[src/rtl/ddr_read_phase_cal.sv]
`timescale 1ns/1ps
// DDR3 read-capture phase calibration.
// Sweeps the 8 PLL phase positions, runs one read-compare test per phase,
// picks the centre of the longest circular passing window and steps the
// PLL there. cur_phase mirrors the clocking block's own phase tracker.
module ddr_read_phase_cal #(
    parameter int PHASE_STEPS       = 8,
    parameter int SETTLE_CYCLES     = 64,
    parameter int STEP_PULSE_CYCLES = 4,
    parameter int TEST_TIMEOUT      = 1024
) (
    input  logic       clk,
    input  logic       rst_n,
    input  logic       start,
    input  logic       pll_locked,
    output logic       phase_step,
    output logic       phase_updn,
    output logic       test_req,
    input  logic       test_done,
    input  logic       test_pass,
    output logic       busy,
    output logic       done,
    output logic       cal_ok,
    output logic       error,
    output logic [2:0] best_phase,
    output logic [7:0] pass_map,
    output logic [2:0] cur_phase
);

    localparam logic [2:0]  LAST_IDX   = 3'(PHASE_STEPS - 1);
    localparam logic [15:0] SETTLE_END = 16'(SETTLE_CYCLES - 1);
    localparam logic [15:0] TEST_END   = 16'(TEST_TIMEOUT - 1);
    localparam logic [15:0] HI_END     = 16'(STEP_PULSE_CYCLES);
    localparam logic [15:0] LO_END     = 16'(STEP_PULSE_CYCLES - 1);
    localparam logic [15:0] EVAL_END   = 16'd7;

    typedef enum logic [3:0] {
        S_IDLE, S_WAIT_LOCK, S_SETTLE, S_TEST, S_STEP_HI,
        S_STEP_LO, S_EVAL, S_MOVE, S_DONE, S_FAIL
    } state_t;

    state_t      state_q, state_d;
    logic [15:0] cnt_q, cnt_d;
    logic [2:0]  sweep_q, sweep_d;
    logic [2:0]  origin_q, origin_d;
    logic [2:0]  cur_q, cur_d;
    logic [2:0]  target_q, target_d;
    logic [2:0]  best_q, best_d;
    logic [7:0]  map_q, map_d;
    logic        busy_q, busy_d;
    logic        done_q, done_d;
    logic        ok_q, ok_d;
    logic        err_q, err_d;
    logic        req_q, req_d;
    logic        step_q, step_d;
    logic        updn_q, updn_d;
    logic        moving_q, moving_d;

    logic [2:0]  up_dist, down_dist, best_calc;
    logic        test_fin, active;

    // Centre of the longest circular run of ones; lowest start index wins ties.
    function automatic logic [2:0] calc_best(input logic [7:0] m);
        int   bl, bs, len;
        logic run;
        bl = 0;
        bs = 0;
        if (m == 8'hFF) return 3'd4;
        for (int s = 0; s < 8; s++) begin
            if (m[3'(s)] && !m[3'(s + 7)]) begin
                len = 0;
                run = 1'b1;
                for (int k = 0; k < 8; k++) begin
                    if (run && m[3'(s + k)]) len++;
                    else run = 1'b0;
                end
                if (len > bl) begin
                    bl = len;
                    bs = s;
                end
            end
        end
        return 3'(bs + (bl - 1) / 2);
    endfunction

    assign up_dist   = target_q - cur_q;
    assign down_dist = cur_q - target_q;
    assign best_calc = calc_best(map_q);
    assign active    = !(state_q inside {S_IDLE, S_WAIT_LOCK, S_DONE, S_FAIL});

    // Next-state and registered-output logic
    always_comb begin
        state_d  = state_q;
        cnt_d    = cnt_q;
        sweep_d  = sweep_q;
        origin_d = origin_q;
        cur_d    = cur_q;
        target_d = target_q;
        best_d   = best_q;
        map_d    = map_q;
        busy_d   = busy_q;
        done_d   = done_q;
        ok_d     = ok_q;
        err_d    = err_q;
        req_d    = req_q;
        step_d   = step_q;
        updn_d   = updn_q;
        moving_d = moving_q;
        test_fin = 1'b0;

        case (state_q)
            S_IDLE, S_DONE, S_FAIL: begin
                if (start) begin
                    state_d  = S_WAIT_LOCK;
                    busy_d   = 1'b1;
                    done_d   = 1'b0;
                    ok_d     = 1'b0;
                    err_d    = 1'b0;
                    map_d    = 8'h00;
                    origin_d = cur_q;
                    sweep_d  = 3'd0;
                    moving_d = 1'b0;
                end
            end
            S_WAIT_LOCK: begin
                if (pll_locked) begin
                    state_d = S_SETTLE;
                    cnt_d   = 16'd0;
                end
            end
            S_SETTLE: begin
                cnt_d = cnt_q + 16'd1;
                if (cnt_q == SETTLE_END) begin
                    cnt_d = 16'd0;
                    if (moving_q) begin
                        state_d = S_MOVE;
                    end else begin
                        state_d = S_TEST;
                        req_d   = 1'b1;
                    end
                end
            end
            S_TEST: begin
                cnt_d = cnt_q + 16'd1;
                if (test_done && req_q) begin
                    map_d[cur_q] = test_pass;
                    test_fin     = 1'b1;
                end else if (cnt_q == TEST_END) begin
                    map_d[cur_q] = 1'b0;
                    test_fin     = 1'b1;
                end
                if (test_fin) begin
                    req_d = 1'b0;
                    cnt_d = 16'd0;
                    if (sweep_q != LAST_IDX) begin
                        state_d = S_STEP_HI;
                        updn_d  = 1'b1;
                    end else begin
                        state_d = S_EVAL;
                    end
                end
            end
            S_STEP_HI: begin
                cnt_d  = cnt_q + 16'd1;
                step_d = 1'b1;
                // The rising edge of phase_step and the tracker update share a clock edge.
                if (cnt_q == 16'd0) cur_d = updn_q ? cur_q + 3'd1 : cur_q - 3'd1;
                if (cnt_q == HI_END) begin
                    step_d  = 1'b0;
                    cnt_d   = 16'd0;
                    state_d = S_STEP_LO;
                end
            end
            S_STEP_LO: begin
                cnt_d = cnt_q + 16'd1;
                if (cnt_q == LO_END) begin
                    cnt_d   = 16'd0;
                    state_d = S_SETTLE;
                    if (!moving_q) sweep_d = sweep_q + 3'd1;
                end
            end
            S_EVAL: begin
                cnt_d = cnt_q + 16'd1;
                if (cnt_q == EVAL_END) begin
                    cnt_d    = 16'd0;
                    state_d  = S_MOVE;
                    moving_d = 1'b1;
                    if (map_q == 8'h00) begin
                        ok_d     = 1'b0;
                        err_d    = 1'b1;
                        target_d = origin_q;
                    end else begin
                        ok_d     = 1'b1;
                        target_d = best_calc;
                    end
                end
            end
            S_MOVE: begin
                if (cur_q == target_q) begin
                    best_d  = target_q;
                    busy_d  = 1'b0;
                    done_d  = 1'b1;
                    state_d = err_q ? S_FAIL : S_DONE;
                end else begin
                    updn_d  = (up_dist <= down_dist);
                    cnt_d   = 16'd0;
                    state_d = S_STEP_HI;
                end
            end
            default: state_d = S_IDLE;
        endcase

        // Lock loss aborts: no new step edge, the tracker keeps what was already issued.
        if (active && !pll_locked) begin
            state_d = S_FAIL;
            cnt_d   = 16'd0;
            cur_d   = cur_q;
            map_d   = map_q;
            err_d   = 1'b1;
            done_d  = 1'b1;
            ok_d    = 1'b0;
            busy_d  = 1'b0;
            req_d   = 1'b0;
            step_d  = 1'b0;
        end
    end

    // State and output registers, cleared asynchronously with the clocking block
    always_ff @(posedge clk or negedge rst_n) begin
        if (!rst_n) begin
            state_q  <= S_IDLE;
            cnt_q    <= 16'd0;
            sweep_q  <= 3'd0;
            origin_q <= 3'd0;
            cur_q    <= 3'd0;
            target_q <= 3'd0;
            best_q   <= 3'd0;
            map_q    <= 8'h00;
            busy_q   <= 1'b0;
            done_q   <= 1'b0;
            ok_q     <= 1'b0;
            err_q    <= 1'b0;
            req_q    <= 1'b0;
            step_q   <= 1'b0;
            updn_q   <= 1'b0;
            moving_q <= 1'b0;
        end else begin
            state_q  <= state_d;
            cnt_q    <= cnt_d;
            sweep_q  <= sweep_d;
            origin_q <= origin_d;
            cur_q    <= cur_d;
            target_q <= target_d;
            best_q   <= best_d;
            map_q    <= map_d;
            busy_q   <= busy_d;
            done_q   <= done_d;
            ok_q     <= ok_d;
            err_q    <= err_d;
            req_q    <= req_d;
            step_q   <= step_d;
            updn_q   <= updn_d;
            moving_q <= moving_d;
        end
    end

    assign phase_step = step_q;
    assign phase_updn = updn_q;
    assign test_req   = req_q;
    assign busy       = busy_q;
    assign done       = done_q;
    assign cal_ok     = ok_q;
    assign error      = err_q;
    assign best_phase = best_q;
    assign pass_map   = map_q;
    assign cur_phase  = cur_q;

endmodule

[config.mk]
export PLATFORM = sky130hd
export DESIGN_NAME = ddr_read_phase_cal
export DESIGN_NICKNAME = d
export VERILOG_FILES = /design/src/rtl/ddr_read_phase_cal.sv
export SDC_FILE = /design/constraint.sdc
export NUM_CORES = 1
export LEC_CHECK = 0
export ABC_AREA = 1
export CAP_MARGIN = 0
export CORE_ASPECT_RATIO = 1.5
export CORE_MARGIN = 2
export CORE_UTILIZATION = 50
export DETAILED_ROUTE_END_ITERATION = 8
export PLACE_DENSITY = 0.72
export SETUP_SLACK_MARGIN = 0.2
export SYNTH_ARGS = -nofsm -noshare
export SYNTH_HDL_FRONTEND = slang
export SYNTH_SLANG_ARGS = --single-unit
[constraint.sdc]
create_clock -name clk -period 3.7 [get_ports clk]
set_clock_uncertainty 0.2 [all_clocks]
set_input_delay 0.74 -clock clk [delete_from_list [all_inputs] [get_ports clk]]
set_output_delay 0.74 -clock clk [all_outputs]
set_load 0.02 [all_outputs]
==> flow_metrics.tcl <==
set metrics [dict create \
    via_per_inst 5.38 \
    synth_cell_types 42 \
    syn2layout_area_growth_pct 15.0 \
    hold_viol 0 \
    drt_pass1_iterations 5 \
    peakVddDrop_uv 292 \
    min_path_type "reg -> reg" \
    track_usage 0.239 \
    synth-seq-cells 51 \
    min_period_over_period 0.990 \
    synth_top_area_frac 0.314 \
    drive_gt1_frac 0.146 \
    slew_violations 0 \
    avgSynthCellArea_um2 6.84 \
    slowest_delay_ps 580 \
    timing.fmax_mhz 273 \
    cts_sinks 51 \
    path_cells "nand2_2 -> inv_2 -> ha_4 -> o211ai_1 -> ha_1 -> inv_1 -> o21bai_2 -> nand2_1 -> nand2_1 -> nand2_2 -> inv_2 -> ha_4 -> nor2_1 -> nand2_1 -> o21ai_2 -> fa_2 -> fa_2 -> nand2_2 -> a22oi_2" \
    worstPathMaxFanout 4 \
    grt_pass1_vias 3682 \
    setup_viol 0 \
    yosys_warnings 0 \
    final_cell_mix "nand2_1 (174), nand3_1 (62), inv_1 (61), dfrtp_1 (49), nor2_1 (48)" \
    post-place-ws_ps 51.0 \
    die_area_um2 8890 \
    syn_nets 619 \
    cp_top_family "adder cells" \
    synthTopCellsByArea "dfrtp_1 (31%), nand2_1 (16%), nand3_1 (7.7%)" \
    grt_pass1_wl_um 17000 \
    rows 40 \
    drtIter0Drc 271 \
    powerDensity_nw_per_um2 566 \
    hold_slack_ps 294 \
    layout_commonest_cell "nand2_1" \
    regArea_um2 1280 \
    path_clk_slew_ps 80 \
    nFillCells 751 \
    die_y_um 115 \
    port_buffers 26 \
    finalNetCount 648 \
    cts_made_buffers 5 \
    syn_area_um2 4070 \
    multiInputGateArea_um2 2490 \
    startpoint_type "flip-flop" \
    drt-total-wl_um 10300 \
    antenna_cells 0 \
    cp_slowest_cell "fa_2" \
    gp_congestion 0.916 \
    critPathCaptureType "flip-flop" \
    syn_inst 595 \
    routedWlPerCell_um 14.2 \
    synth_flop_cell "dfrtp_1" \
    slew_headroom 0.386 \
    cts_buffer_depth 2 \
    grt_max_degree 38 \
    ant_nets 0 \
    dp_hpwl_um 7720 \
    critPathKind "reg -> reg" \
    die_x_um 77.7 \
    grt_overflow 0 \
    setup_slack_ps 37.4 \
    core_um2 7960 \
    max_slew.worst_pin.slew_ps 921 \
    rsz0062_at_grt "yes" \
    p_leak_nw 2.25 \
    drc_errors 0 \
    maxCapViolCount 0 \
    antenna_found_initial 0 \
    worstSkewPairLatency_ps 300 \
    status "complete, no violations" \
    synth_top_area_cell "dfrtp_1" \
    final.min_clock_period_ps 3660 \
    htreeDepth 2 \
    async_reset_ff_frac 1.00 \
    start_util 0.511 \
    io_pins 27 \
    ys_seq_area_frac 0.314 \
    cts_tree "built" \
    crit_required_ps 3720 \
    synth_edf_count 0 \
    critPathBufInv 3 \
    hold_buffers 0 \
    root_buffer "clkbuf_16" \
    cp.arrival_ps 3680 \
    vias 3927 \
]
==> kinds of logic (layout without fill, tap and decap cells) <==
| family | count (synthesis) | after routing | synth area share |
|---|---|---|---|
| compound gates | 70 | 70 | 0.0968 |
| flops | 51 | 51 | 0.314 |
| buf+inv | 91 | 121 | 0.0941 |
| fa+ha+maj | 18 | 18 | 0.0646 |
| xor+xnor | 11 | 11 | 0.0237 |
| simple gates | 354 | 354 | 0.407 |
==> sequential cells by signal, summed over array words and instances, names as in the netlist, 3 cells and up <==
| signal | flops |
|---|---|
| cur_phase | 3 |
| sweep_q | 3 |
| target_q | 3 |
| state_q | 4 |
| best_phase | 3 |
| origin_q | 3 |
| pass_map | 8 |
| cnt_q | 16 |
==> final timing paths <==
path,slack [ps],start,endpoint,cells after the start
setup / recovery,40,pass_map[2],target_q[1],19
hold / removal,290,sweep_q[0],sweep_q[0],1
setup reg to reg,40,pass_map[2],target_q[1],19
hold reg to reg,290,sweep_q[0],sweep_q[0],1
max in group asynchronous,2170,rst_n,cnt_q[4],2
min in group asynchronous,370,rst_n,cnt_q[9],1
==> worst reg2reg max path, cell delays in order, from the launching register on <==
cell and delay [ps]:
dfrtp_2 440, nand2_2 90, inv_2 40, ha_4 220
o211ai_1 200, ha_1 290, inv_1 80, o21bai_2 70
nand2_1 110, nand2_1 80, nand2_2 80, inv_2 50
ha_4 250, nor2_1 30, nand2_1 100, o21ai_2 90
fa_2 400, fa_2 580, nand2_2 60, a22oi_2 130
==> Yosys cell counts, types with 7 or more instances <==
library cell,n
nand2_1,178
inv_2,7
o21ai_1,11
dfrtp_1,51
nand4_1,14
nand2_2,16
nor2_1,51
xor2_1,7
ha_1,13
inv_1,65
buf_2,7
o21ai_0,33
a21oi_1,12
nor3_1,7
nand3_1,63
==> through the flow <==
stage | power, mW | util | instance area [um2] | std cells | setup TNS, ps
global placement | 2.10 | 0.556 | 4420 | 718 | 0
global route | 2.86 | 0.588 | 4680 | 730 | -164
floorplan | 1.75 | - | 4090 | 595 | 0
finish | 2.65 | 0.588 | 4680 | 730 | 0
CTS | 2.64 | 0.578 | 4600 | 729 | 0
detailed placement | 2.13 | 0.556 | 4420 | 718 | 0
==> cell type report <==
type | count | share of cell area
clock buffer | 5 | 0.0267
clock inverter | 3 | 0.00615
inverter | 77 | 0.0631
multi-input combinational | 453 | 0.532
sequential | 51 | 0.273
tap | 105 | 0.0281
timing repair buffer | 36 | 0.0706
==> per-layer routing <==
| metal | vias up | wire [um] | GRT usage |
|---|---|---|---|
| met5 | - | 0 | 0 |
| met4 | 0 | 259 | 0.0917 |
| met3 | 20 | 216 | 0.0308 |
| met2 | 69 | 5530 | 0.446 |
| met1 | 1866 | 4330 | 0.274 |
| li1 | 1972 | - | - |
==> repair_timing <==
item | CTS | global route
hold endpoints to repair | 0 | 0
resized for setup | 1 | 20
pin swaps | 3 | 12
buffers inserted | 3 | 1
setup endpoints to repair | 2 | 3
==> power by group <==
group	internal, mW	switching [mW]
Combinational	0.467	0.887
Sequential	0.663	0.139
Clock	0.259	0.235
Power figures use the tool's default switching activity.
==> variant 1 (same settings) <==
Reset style: synchronous (`rst_n`), changed in one clocked block. Comments in the files are not updated.
--- a/src/rtl/ddr_read_phase_cal.sv
+++ b/src/rtl/ddr_read_phase_cal.sv
@@ -228,3 +228,3 @@
     // State and output registers, cleared asynchronously with the clocking block
-    always_ff @(posedge clk or negedge rst_n) begin
+    always_ff @(posedge clk) begin
         if (!rst_n) begin
Function: not settled (the Yosys comparison gave no result); the edit may change what the design does.
==> variant 1 against the original RTL <==
  * Combinational power fell by 32%
  * Setup slack improved by 0.18 ns
  * Power fell by 27%
  * First-iteration DRC count fell by 48%
  * Global-route usage fell by 0.93 points
  * Fmax rose by 5.1%
  * Routed wire length fell by 19%
  * Non-clock buffer count fell by 1
  * Final area fell by 16%
  * Count of clock-buffer cells in the layout rose by 1
  * Sequential cell count did not move
  * Synthesized area fell by 17%
==> variant 1: results (changes against the original RTL) <==
{
  "status": {"value": "finished, final reports clean", "change": "unchanged"},
  "post_synth.cell_area_avg": {"value": 6.98, "unit": "sq um", "change": "was 6.84 sq um"},
  "share_of_async_settable_or_async_resettable_flops_after_synthesis": {"value": 0, "change": "was 1.00"},
  "r2r-start": {"value": "pass_map[1]$_SDFFE_PN0P_", "change": "was pass_map[2]$_DFFE_PN0P_"},
  "cp_data_arrival_time": {"value": 3.49, "unit": "ns", "change": "was 3.68 ns"},
  "power.ir.vdd_worst": {"value": 0.298, "unit": "mV", "change": "was 0.292 mV"},
  "layout-drive-gt1-share": {"value": 0.199, "change": "was 0.146"},
  "synth_compound_area_frac": {"value": 0.146, "change": "was 0.0968"},
  "max_stage_delay": {"value": 0.37, "unit": "ns", "change": "was 0.58 ns"},
  "cts_root_buffer": {"value": "sky130_fd_sc_hd__clkbuf_8", "change": "was sky130_fd_sc_hd__clkbuf_16"},
  "worst-slew-pin-transition": {"value": 0.553, "unit": "ns", "change": "was 0.921 ns"},
  "placement.cell_area": {"value": 3770, "unit": "sq um", "change": "was 4420 sq um"},
  "grt_pass1_vias": {"value": 3213, "change": "was 3,682"},
  "pre_cts_ws": {"value": 0.0405, "unit": "ns", "change": "was 0.0510 ns"},
  "hold_start": {"value": "origin_q[2]$_SDFFE_PN0P_", "change": "was sweep_q[0]$_DFFE_PN0P_"},
  "yosys-top-cells-count": {"value": "87 x sky130_fd_sc_hd__nand2_1, 58 x sky130_fd_sc_hd__inv_1, 54 x sky130_fd_sc_hd__nor2_1", "change": "was 178 x sky130_fd_sc_hd__nand2_1, 65 x sky130_fd_sc_hd__inv_1, 63 x sky130_fd_sc_hd__nand3_1"},
  "synth-xor-area-share": {"value": 0.0181, "change": "was 0.0237"},
  "post-dp-hpwl": {"value": 6430, "unit": "um", "change": "was 7720 um"},
  "routabilityCongestion": {"value": 0.942, "change": "was 0.916"},
  "wl_met1": {"value": 3320, "unit": "um", "change": "was 4330 um"},
  "clk_pin_slew_worst_paths": {"value": 0.10, "unit": "ns", "change": "was 0.08 ns"},
  "dr.first_iter.drc_count": {"value": 141, "change": "was 271"},
  "first_pass_iters": {"value": 4, "change": "was 5"},
  "grtUsageTotal": {"value": 0.230, "change": "was 0.239"},
  "avgViaCountPerCell": {"value": 5.44, "change": "was 5.38"},
  "post_synth_main_area_contributors": {"value": "sky130_fd_sc_hd__dfxtp_1 30%, sky130_fd_sc_hd__nand2_1 9.6%, sky130_fd_sc_hd__inv_1 6.4%", "change": "was sky130_fd_sc_hd__dfrtp_1 31%, sky130_fd_sc_hd__nand2_1 16%, sky130_fd_sc_hd__nand3_1 7.7%"},
  "post_drt_wl_per_cell": {"value": 13.9, "unit": "um", "change": "was 14.2 um"}
}
variant 1: cell types whose count changed in the layout (fill, tap and decap cells not counted), moves of 7 or more:
cell	unedited run	this run
sky130_fd_sc_hd__nor3_1	7	14
sky130_fd_sc_hd__inv_2	11	21
sky130_fd_sc_hd__nand3_1	62	23
sky130_fd_sc_hd__a21oi_1	12	36
sky130_fd_sc_hd__inv_1	61	53
sky130_fd_sc_hd__o21ai_0	31	21
sky130_fd_sc_hd__dfrtp_1	49	0
sky130_fd_sc_hd__dfxtp_1	0	49
sky130_fd_sc_hd__nand2_1	174	85
variant 1: power groups by stage:
| stage | Combinational, mW | Clock [mW] | Sequential (mW) |
|---|---|---|---|
| 4_1_cts | 0.914 | 0.333 | 0.691 |
| 6_report | 0.914 | 0.325 | 0.692 |
| 3_5_place_dp | 0.911 | 0 | 0.703 |
| 2_1_floorplan | 0.641 | 0 | 0.728 |
| 5_1_grt | 1.02 | 0.352 | 0.701 |
| 3_3_place_gp | 0.892 | 0 | 0.703 |
variant 1: cells by family (layout without fill, tap and decap cells):
logic type / Yosys count / count (layout)
flip-flops: 51 / 51
AO/OA/AOI/OAI: 87 / 87
adder cells (fa/ha/maj): 18 / 18
buffers and inverters: 81 / 119
XOR/XNOR: 7 / 7
AND/OR/NAND/NOR: 241 / 241
variant 1: layout make-up:
type	count	area, sq um	share of cell area
timing repair buffer	35	328	0.0831
clock inverter	2	12.5	0.00317
multi-input combinational	353	2120	0.538
sequential	51	1030	0.260
inverter	76	290	0.0736
clock buffer	6	72.6	0.0184
tap	76	95.1	0.0241
variant 1: path summary, 6_finish.rpt:
path	cells past startpoint	endpoint	slack (ns)
setup reg to reg	22	target_q[2]$_SDFFE_PN0P_	0.22
setup / recovery	22	target_q[2]$_SDFFE_PN0P_	0.22
hold / removal	2	origin_q[2]$_SDFFE_PN0P_	0.27
hold reg to reg	2	origin_q[2]$_SDFFE_PN0P_	0.27
variant 1: timing repair:
item | in CTS | in global routing
setup buffers | 4 | 0
gates cloned | 0 | 0
pin swaps | 8 | 3
endpoints found under the setup margin | 2 | 3
gates resized for setup | 5 | 12
variant 1: per-layer routing:
metal / global-route usage / up-vias
met5: 0 / -
met4: 0.0795 / 0
met3: 0.0309 / 25
met2: 0.434 / 66
met1: 0.255 / 1506
li1: - / 1664
==> variant 2 (same settings) <==
Made on the original files. Set the parameter `TEST_TIMEOUT` to 512 (it was 1024).
--- a/src/rtl/ddr_read_phase_cal.sv
+++ b/src/rtl/ddr_read_phase_cal.sv
@@ -9,3 +9,3 @@
     parameter int STEP_PULSE_CYCLES = 4,
-    parameter int TEST_TIMEOUT      = 1024
+    parameter int TEST_TIMEOUT      = 512
 ) (
Function: not settled (the Yosys comparison gave no result); the edit may change what the design does.
==> variant 2 against the original RTL <==
  * Sequential cell count is the same
  * Routed wire length up 4.9%
  * Hold slack got worse by 0.011 ns
  * Die area is 1.1% lower
  * Combinational power increased by 8%
  * Highest routed layer unchanged
  * Final area down 1.3%
  * Via count increased by 3.2%
  * Setup slack better by 0.024 ns
  * Power up 6.2%
  * Sequential power rose by 0.9%
  * Sequential share of layout area increased by 0.37 points
  * First-iteration DRC count up 3.3%
  * Synthesized area fell by 1.2%
==> variant 2: results (changes against the original RTL) <==
{
  "status": {"value": "finished, final reports clean", "change": "unchanged"},
  "synthesis.nets": {"value": 622, "change": "was 619"},
  "worst_setup_path_startpoint": {"value": "pass_map[1]$_DFFE_PN0P_", "change": "was pass_map[2]$_DFFE_PN0P_"},
  "whs": {"value": 0.284, "unit": "ns", "change": "was 0.294 ns"},
  "min-delay-path-class": {"value": "primary input to async pin", "change": "was flip-flop to flip-flop"},
  "synth_cell_type_count": {"value": 39, "change": "was 42"},
  "post-route-min-period": {"value": 3.64, "unit": "ns", "change": "was 3.66 ns"},
  "pre_cts_ws": {"value": -0.0247, "unit": "ns", "change": "was 0.0510 ns"},
  "avgViaCountPerCell": {"value": 5.52, "change": "was 5.38"},
  "post_drt_wl_per_cell": {"value": 14.8, "unit": "um", "change": "was 14.2 um"},
  "number_of_antenna_violations_at_the_first_check_in_global_routing": {"value": 0, "change": "unchanged"},
  "synthesis.instances": {"value": 598, "change": "was 595"},
  "post_place_cells": {"value": 720, "change": "was 718"},
  "first_pass_iters": {"value": 6, "change": "was 5"},
  "power.ir.vdd_worst": {"value": 0.486, "unit": "mV", "change": "was 0.292 mV"},
  "reg2reg_setup_slack": {"value": 0.06, "unit": "ns", "change": "was 0.04 ns"},
  "dr.first_iter.drc_count": {"value": 280, "change": "was 271"},
  "grtUsageTotal": {"value": 0.261, "change": "was 0.239"},
  "timing.critical_path.fanout_max": {"value": 3, "change": "was 4"},
  "max_stage_delay": {"value": 0.54, "unit": "ns", "change": "was 0.58 ns"},
  "nNetsFinal": {"value": 652, "change": "was 648"},
  "post-dp-hpwl": {"value": 8000, "unit": "um", "change": "was 7720 um"},
  "routabilityCongestion": {"value": 0.918, "change": "was 0.916"},
  "yosys-top-cells-count": {"value": "188 x sky130_fd_sc_hd__nand2_1, 70 x sky130_fd_sc_hd__inv_1, 68 x sky130_fd_sc_hd__nand3_1", "change": "was 178 x sky130_fd_sc_hd__nand2_1, 65 x sky130_fd_sc_hd__inv_1, 63 x sky130_fd_sc_hd__nand3_1"},
  "layout-drive-gt1-share": {"value": 0.108, "change": "was 0.146"},
  "placement.cell_area": {"value": 4340, "unit": "sq um", "change": "was 4420 sq um"},
  "cp_data_arrival_time": {"value": 3.67, "unit": "ns", "change": "was 3.68 ns"},
  "ys_seq_area_frac": {"value": 0.317, "change": "was 0.314"},
  "post_synth_main_area_contributors": {"value": "sky130_fd_sc_hd__dfrtp_1 32%, sky130_fd_sc_hd__nand2_1 18%, sky130_fd_sc_hd__nand3_1 8.5%", "change": "was sky130_fd_sc_hd__dfrtp_1 31%, sky130_fd_sc_hd__nand2_1 16%, sky130_fd_sc_hd__nand3_1 7.7%"},
  "worst-slew-pin-transition": {"value": 0.937, "unit": "ns", "change": "was 0.921 ns"},
  "layout.cells.non_filler": {"value": 734, "change": "was 730"},
  "first_pass_grt_wire_length": {"value": 18300, "unit": "um", "change": "was 17,000 um"}
}
-- variant 2: cell types whose count changed after synthesis, sizes merged --
cell    delta
nand3      +6
nor2       -4
a21oi      -3
nand3b     +3
nand4      +3
o21ai      -3
a31oi      -2
nor3       -2
o21a       +2
a21o       +1
clkinv     -1
nand2      +1
o21bai     +1
xor2       +1
-- variant 2: cell families (layout without fill, tap and decap cells) --
| kind of cell | after synthesis | after routing | synth area share |
|---|---|---|---|
| and+or+nand+nor | 361 | 361 | 0.397 |
| AOI/OAI and AO/OA | 66 | 66 | 0.0940 |
| buffers and inverters | 90 | 121 | 0.100 |
| adders and majority gates | 18 | 18 | 0.0653 |
| xor gates and xnor gates | 12 | 12 | 0.0261 |
| DFF | 51 | 51 | 0.317 |
-- variant 2: area by class of cell --
| class | count | area [sq um] |
|---|---|---|
| sequential | 51 | 1280 |
| timing repair buffer | 37 | 338 |
| clock inverter | 3 | 46.3 |
| fill | 780 | 3290 |
| clock buffer | 5 | 125 |
| tap | 105 | 131 |
| multi-input combinational | 457 | 2410 |
| inverter | 76 | 287 |
-- variant 2: timing repair --
| action | CTS | global route |
|---|---|---|
| resized for setup | 2 | 15 |
| buffers inserted | 5 | 1 |
| pin swaps | 2 | 11 |
| setup endpoints to repair | 2 | 3 |
-- variant 2: report_power, final --
part	switching [mW]	internal, mW	total, mW
Combinational	0.967	0.489	1.46
Clock	0.228	0.322	0.550
Sequential	0.141	0.667	0.809
Total	1.34	1.48	2.81
-- variant 2: routing by layer --
layer | wire (um) | up-vias | global-route usage | share of wire
met3 | 424 | 39 | 0.0403 | 0.039
met2 | 5760 | 130 | 0.486 | 0.53
li1 | - | 1995 | - | -
met4 | 375 | 0 | 0.133 | 0.035
met1 | 4280 | 1890 | 0.284 | 0.39
met5 | 0 | - | 0 | 0
